File: src/rtl/branch_predictor.sv
// Bimodal 2-bit-counter conditional-branch predictor with same-cycle training bypass.
// Define BP_GSHARE_EN to XOR a non-speculative global history into the table index.
module branch_predictor #(
   parameter int unsigned IDX_W  = 6,
   parameter int unsigned HIST_W = 6
) (
   input  logic             clk,
   input  logic             resetn,
   input  logic             lkp_valid_i,
   input  logic [63:0]      lkp_pc_i,
   output logic             pred_valid_o,
   output logic             pred_taken_o,
   output logic [IDX_W-1:0] pred_idx_o,
   input  logic             upd_valid_i,
   input  logic             upd_is_b_type_i,
   input  logic [IDX_W-1:0] upd_idx_i,
   input  logic             upd_pred_taken_i,
   input  logic             upd_taken_i,
   output logic             mispredict_o,
   output logic [31:0]      mispred_cnt_o
);

   localparam int unsigned ENTRIES = 1 << IDX_W;

   logic [1:0]       pht [ENTRIES];
   logic             train;
   logic [IDX_W-1:0] lkp_idx;
   logic [1:0]       upd_ctr;
   logic [1:0]       upd_ctr_nxt;
   logic [1:0]       lkp_ctr;
   logic             pred_valid_q;
   logic             pred_taken_q;
   logic [IDX_W-1:0] pred_idx_q;
   logic             mispredict_q;
   logic [31:0]      mispred_cnt_q;
   logic             unused_pc_bits;

   assign train          = upd_valid_i & upd_is_b_type_i;
   assign unused_pc_bits = ^{lkp_pc_i[63:IDX_W+2], lkp_pc_i[1:0]};

`ifdef BP_GSHARE_EN
   logic [HIST_W-1:0] ghr_q;

   always_ff @(posedge clk or negedge resetn) begin
      if (!resetn) begin
         ghr_q <= '0;
      end else if (train) begin
         ghr_q <= HIST_W'({ghr_q, upd_taken_i});
      end
   end

   assign lkp_idx = lkp_pc_i[IDX_W+1:2] ^ IDX_W'(ghr_q);
`else
   localparam int unsigned HIST_W_UNUSED = HIST_W;

   assign lkp_idx = lkp_pc_i[IDX_W+1:2];
`endif

   always_comb begin
      upd_ctr     = pht[upd_idx_i];
      upd_ctr_nxt = upd_ctr;
      if (upd_taken_i) begin
         if (upd_ctr != 2'b11) upd_ctr_nxt = upd_ctr + 2'd1;
      end else begin
         if (upd_ctr != 2'b00) upd_ctr_nxt = upd_ctr - 2'd1;
      end
   end

   // A same-cycle train to the looked-up entry forwards its new value.
   always_comb begin
      lkp_ctr = pht[lkp_idx];
      if (train && (upd_idx_i == lkp_idx)) lkp_ctr = upd_ctr_nxt;
   end

   always_ff @(posedge clk or negedge resetn) begin
      if (!resetn) begin
         for (int unsigned i = 0; i < ENTRIES; i++) begin
            pht[IDX_W'(i)] <= 2'b01;
         end
      end else if (train) begin
         pht[upd_idx_i] <= upd_ctr_nxt;
      end
   end

   always_ff @(posedge clk or negedge resetn) begin
      if (!resetn) begin
         pred_valid_q  <= 1'b0;
         pred_taken_q  <= 1'b0;
         pred_idx_q    <= '0;
         mispredict_q  <= 1'b0;
         mispred_cnt_q <= '0;
      end else begin
         pred_valid_q <= lkp_valid_i;
         if (lkp_valid_i) begin
            pred_taken_q <= lkp_ctr[1];
            pred_idx_q   <= lkp_idx;
         end
         mispredict_q <= train & (upd_pred_taken_i != upd_taken_i);
         if (train && (upd_pred_taken_i != upd_taken_i) && (mispred_cnt_q != '1)) begin
            mispred_cnt_q <= mispred_cnt_q + 32'd1;
         end
      end
   end

   assign pred_valid_o  = pred_valid_q;
   assign pred_taken_o  = pred_taken_q;
   assign pred_idx_o    = pred_idx_q;
   assign mispredict_o  = mispredict_q;
   assign mispred_cnt_o = mispred_cnt_q;

endmodule

File: config.mk
export PLATFORM = sky130hd
export DESIGN_NAME = branch_predictor
export DESIGN_NICKNAME = d
export VERILOG_FILES = /design/src/rtl/branch_predictor.sv
export SDC_FILE = /design/constraint.sdc
export NUM_CORES = 1
export LEC_CHECK = 0
export ABC_AREA = 1
export CAP_MARGIN = 10
export CELL_PAD_IN_SITES_DETAIL_PLACEMENT = 1
export CELL_PAD_IN_SITES_GLOBAL_PLACEMENT = 1
export CORE_MARGIN = 3
export CORE_UTILIZATION = 37
export DETAILED_ROUTE_END_ITERATION = 7
export PLACE_DENSITY_LB_ADDON = 0.1
export SYNTH_ARGS = -nofsm -noshare
export SYNTH_HDL_FRONTEND = slang
export SYNTH_SLANG_ARGS = --single-unit
File: constraint.sdc
create_clock -name clk -period 1.81 [get_ports clk]
set_input_delay 0.362 -clock clk [delete_from_list [all_inputs] [get_ports clk]]
set_output_delay 0.362 -clock clk [all_outputs]
set_load 0.05 [all_outputs]
**Yosys cells after proc, flatten, opt, wreduce, memory -nomap -nowiden**

Index checks and enable logic that the tools add are counted.
W data, S select, Z words.

- Register bits after elaboration: 169
- Input bits: 77
- Output and inout bits: 41
- Logic and storage cells: 101

- Add/subtract/negate cells: 3
- $lt $le $gt $ge: 3
- Equality and inequality tests: 4
- Multiplexer cells: 13
- Bitwise operators: 4
- Reduce and logical (&&, ||, !) cells: 5

Operators by type and width:

| kind | count |
|---|---|
| $bwmux W128 | 1 |
| $add A32 B1 Y32 const B | 1 |
| $ne A32 B32 Y1 const B | 1 |
| $bmux W2 S6 | 2 |
| $mux W2 | 9 |
| $ge A7 B7 Y1 const B | 2 |
| $not A6 Y7 | 2 |
| $demux W2 S6 | 1 |
| $lt A7 B1 Y1 const B | 1 |
| $eq A6 B6 Y1 | 1 |
| $logic_and A1 B1 Y1 | 4 |
| $add A2 B1 Y2 const B | 1 |
| $and A1 B1 Y1 | 2 |
| $ne A2 B2 Y1 const B | 1 |
| $reduce_bool A2 Y1 | 1 |
| $sub A2 B1 Y2 const B | 1 |
| $ne A1 B1 Y1 | 1 |

**Logic depth before layout (Yosys ltp)**

- Depth in word-level cells: 8
- Depth in mapped cells: 19
- Gate-level depth less buffers: 17

**Worst setup path after synthesis**

Ideal clock, no wire load.

- Path kind: reg-to-reg
- Start: register mispred_cnt_q[20] (netlist: mispred_cnt_o[20])
- End: register mispred_cnt_q[8] (netlist: mispred_cnt_o[8])
- Setup time: 145 ps
- Arrival time: 2044 ps
- Data required time: 1665 ps
- Setup slack: -379 ps
- Cell stages (with the launch flop): 12
- Path buffers: 1
- Period minus slack after synthesis: 2189 ps
- Path through: dfrtp_1 > inv_1 > nor3_1 > nand2_1 > nor3_1 > nand2_1 > nand2_1 > buf_2 > nor2_1 > nand2_1 > nor2_1 > xor2_1

- Cells in the longest elaborated chain, start to end: 2

Ends and longest elaborated chain:

| item | RTL line | text |
|---|---|---|
| start: declaration | 35 | `logic [31:0] mispred_cnt_q;` |
| start signal: assignment | 100 | `mispred_cnt_q <= mispred_cnt_q + 32'd1;` |
| $ne A32 B32 Y1 | 99 | `if (train && (upd_pred_taken_i != upd_taken_i) && (mispred_cnt_q != '1)) begin` |
| $logic_and A1 B1 Y1 | 99 |  |

No other way between the ends.
A chain may end at the register's enable or synchronous reset.

**Worst setup path in the final report**

- Start: input upd_idx_i[1]
- End: register pht[28] in the netlist's numbering

- Cells in the longest elaborated chain, start to end: 8
- Elaborated cells between the ends (all ways): 17
- Classes of those cells: 2 x add/sub; 2 x order compare; 1 x eq/ne; 9 x mux; 1 x bitwise; 2 x reduce/logical

Ends and longest elaborated chain:

| item | RTL line | text |
|---|---|---|
| start: declaration | 16 | `input logic [IDX_W-1:0] upd_idx_i,` |
| $not A6 Y7 (not written as such) (*) | 60, 81 |  |
| $bmux W2 S6 | 60 | `upd_ctr = pht[upd_idx_i];` |
| $mux W2 (not written as such) (2 in a row) | 60 |  |
| $sub A2 B1 Y2, or another cell as far along | 65 | `if (upd_ctr != 2'b00) upd_ctr_nxt = upd_ctr - 2'd1;` |
| $mux W2, on equally long branches | 65, 63 |  |
| $mux W2 | 62 | `if (upd_taken_i) begin` |
| $bwmux W128 (*) | 81 | `pht[upd_idx_i] <= upd_ctr_nxt;` |
| end signal: indexed assignment | 81 |  |
| end: declaration | 25 | `logic [1:0] pht [ENTRIES];` |

Mark *: on every way between the ends. The rest lies on a longest branch, timed or not. The select of a mux whose other input is x is not followed.

==> impl_metrics.json <==
{
  "run_status": "finished with violations",
  "violations": "negative setup slack",
  "grt_start_max_net_pins": 45,
  "yosysTopAreaCell": "dfrtp_1",
  "slew_violations": 0,
  "async_flop_share_pct": 100,
  "die-area_um2": 27200,
  "grt_pass1_vias": 10945,
  "grt_overflow_total": 0,
  "cts_htree_levels": 4,
  "internal-power_mw": 7.81,
  "io_pins": 118,
  "number_of_storage_elements_in_the_synthesis_netlist": 169,
  "grt_usage_pct": 30.8,
  "power.density_cell_area_nw_per_um2": 843,
  "drcViolationCount": 0,
  "instances_no_fill": 1945,
  "syn2layout_area_growth_pct": 53.9,
  "cp_data_arrival_time_ps": 2520,
  "post-dp-hpwl_mm": 27.1,
  "syn_area_per_cell_um2": 7.22,
  "synth_cell_type_count": 33,
  "clock-sinks": 169,
  "startpoint_type": "input port",
  "final.fill_count": 2970,
  "yosys-top-cells-area": "dfrtp_1, dfstp_2, nand2_1",
  "post-synth-top-area-fraction_pct": 28.1,
  "mappedNetlistNets": 1372,
  "final_min_period_over_clock_period_pct": 119,
  "ant_nets": 0,
  "drt-vias-per-instance": 5.48,
  "clk-insertion-delay-late_ps": 450,
  "p_seq_share_pct": 38.9,
  "worst_hold_slack_ps": 439,
  "timing.setup.critical_path_class": "in2reg",
  "dpl.cell_count": 1870,
  "maxClockFrequency_ghz": 0.464,
  "synth_ff_type": "dfrtp_1",
  "setup_slack_ps": -347,
  "initial_utilization_pct": 38.1,
  "gpl.final_weighted_congestion": 0.943,
  "place.port_buffers": 59,
  "chipHeight_um": 165,
  "grt_setup_unrepaired": "yes",
  "post-route-cell-area_um2": 14400,
  "clock_power_share_pct": 29.4,
  "final_period_minus_worst_setup_slack_ps": 2160,
  "drt_wl_total_mm": 43.3,
  "vdd_ir_drop_max_v": 0.000533,
  "cts_made_buffers": 17,
  "critPathCaptureType": "register",
  "grt_antenna_before_repair": 0,
  "core_region_area_um2": 24500,
  "clk_pin_slew_ps": 70,
  "nNetsFinal": 1686,
  "yosysWarnings": 0,
  "route.detailed.wl_per_inst_um": 22.3,
  "p_switching_mw": 4.32,
  "combinationalPowerShare_pct": 31.7,
  "diodes": 0,
  "final-hold-violation-count": 0,
  "detail_route.iter0.violations": 841,
  "max-clock-path-buffers": 2,
  "p_leak_nw": 6.68,
  "max_cap_viol_count": 0,
  "rows": 57,
  "synthesis.area_um2": 9340,
  "final_util_pct": 58.6,
  "synth.yosys.seq_area_share_pct": 46.1,
  "fin_skew_ps": 18.0,
  "crit_required_ps": 2180,
  "clk_root_buffer_cell": "clkbuf_16",
  "timing.final.setup_violations": 136,
  "vias": 10663,
  "power.switching_fraction_pct": 35.6,
  "grt_first_pass_wirelength_mm": 63.3,
  "post_dp_cell_area_um2": 12300,
  "post_synth_inst_count": 1294,
  "worst_pin_slew_ps": 528,
  "path_max_fanout": 8,
  "class_of_the_tightest_hold_or_removal_check": "in2reg",
  "max-slew-margin-rel_pct": 64.8,
  "tritoncts": "yes",
  "number_of_iterations_in_the_first_detailed_routing_pass": 5,
  "number_of_synthesized_flops_with_an_enable_pin": 0,
  "place_worst_setup_slack_ps": -1090,
  "die_width_um": 165,
  "share_of_cells_above_drive_strength_1_pct": 39.6
}
[per-layer routing]
layer	track usage, %	up-vias	part of all wire [%]
met1	41.3	5367	43
met4	11.3	0	3.5
li1	-	4832	-
met5	0	-	0
met2	50.7	370	49
met3	4.49	94	5.0
[cell families after synthesis]
family / after synthesis / share of synthesized area [%]
AOI/OAI and AO/OA: 173 / 10.3
muxes: 5 / 0.536
xor gates and xnor gates: 30 / 2.81
adders and majority gates: 1 / 0.134
and+or+nand+nor: 769 / 33.5
buffers and inverters: 147 / 6.59
DFF: 169 / 46.1
[sequential cells by signal (all words and copies together), names as in the netlist]
name	cells
pht	128
mispredict_o	1
pred_valid_o	1
mispred_cnt_o	32
pred_idx_o	6
pred_taken_o	1
[layout make-up]
cell class	count	area [um^2]	area share (%)
Clock inverter	14	113	0.783
Clock buffer	18	429	2.98
Tap cell	324	405	2.82
Sequential cell	169	4340	30.2
Multi-Input combinational cell	978	5470	38.0
Timing Repair Buffer	348	3270	22.7
Inverter	94	362	2.51
[metrics by stage]
step / total power [mW] / TNS, ps
final: 12.1 / -33180
after global routing: 12.6 / -46500
after CTS: 11.8 / -17910
after detailed placement: 7.72 / -135500
after global placement: 7.63 / -131930
after floorplan: 6.27 / -3540
[Yosys cell counts (5+ instances only)]
| cell type | n |
|---|---|
| nand2_1 | 397 |
| buf_4 | 10 |
| a21oi_1 | 69 |
| dfstp_2 | 64 |
| o21ai_0 | 42 |
| mux2i_1 | 5 |
| dfrtp_1 | 105 |
| nor3_1 | 23 |
| xnor2_1 | 15 |
| nand3_1 | 86 |
| clkbuf_1 | 21 |
| nor4_1 | 7 |
| xor2_1 | 15 |
| nand4_1 | 19 |
| nor2_1 | 227 |
| a31oi_1 | 49 |
| inv_1 | 88 |
| buf_2 | 21 |
[critical path, cell delays in order]
cell	delay [ps]
buf_2	170
buf_6	170
nand2_8	90
nor2_1	170
nand2_1	120
nand2_1	100
nor2_1	50
nand2_1	60
nand2_1	70
nand2_1	100
nor2_2	50
nand3b_1	200
nand2_4	110
buf_12	160
nand2_8	80
clkinvlp_4	240
o21ai_2	210
[layout by cell type, fill, tap and decap left out, drive strengths merged, types with 2 or more instances in the layout]
cell type / netlist / layout
nor2: 230 / 230
nand3: 86 / 86
a31oi: 49 / 49
o22ai: 2 / 2
nand2: 399 / 399
clkinvlp: 0 / 2
clkdlybuf4s15: 0 / 2
dfstp: 64 / 64
nor4: 7 / 7
xor2: 15 / 15
inv: 92 / 98
clkdlybuf4s50: 0 / 11
a21oi: 69 / 69
xnor2: 15 / 15
nand4: 19 / 19
a221oi: 3 / 3
o211ai: 4 / 4
mux2i: 5 / 5
clkbuf: 21 / 19
clkinv: 2 / 8
dfrtp: 105 / 105
o21ai: 44 / 44
or2: 3 / 3
nor3: 24 / 24
buf: 32 / 332
[power groups by stage]
stage	combinational, mW	sequential (mW)	clock, mW
after floorplan	1.23	5.04	0
after global placement	2.89	4.73	0
after detailed placement	2.96	4.75	0
after CTS	3.55	4.69	3.60
after global routing	4.11	4.77	3.75
final	3.85	4.71	3.57
[path summary, 6_finish.rpt]
path                              start           end  slack [ps]  cells past startpoint
setup reg to reg                pht[51]       pht[81]        -320                     13
max in group asynchronous        resetn       pht[54]         680                      3
min in group asynchronous        resetn        pht[3]         450                      2
hold reg to reg                 pht[24]       pht[24]         480                      2
setup / recovery           upd_idx_i[1]       pht[28]        -350                     17
hold / removal              lkp_valid_i  pred_valid_o         440                      1
[timing repair]
action,4_1_cts,5_1_grt
endpoints found under the hold margin,18,0
pin swaps,39,35
gates resized for setup,138,118
setup buffers,23,16
setup endpoints to repair,139,156
hold buffers,1,0
gates cloned,10,0
No activity file was read; power rests on OpenSTA's default activity.
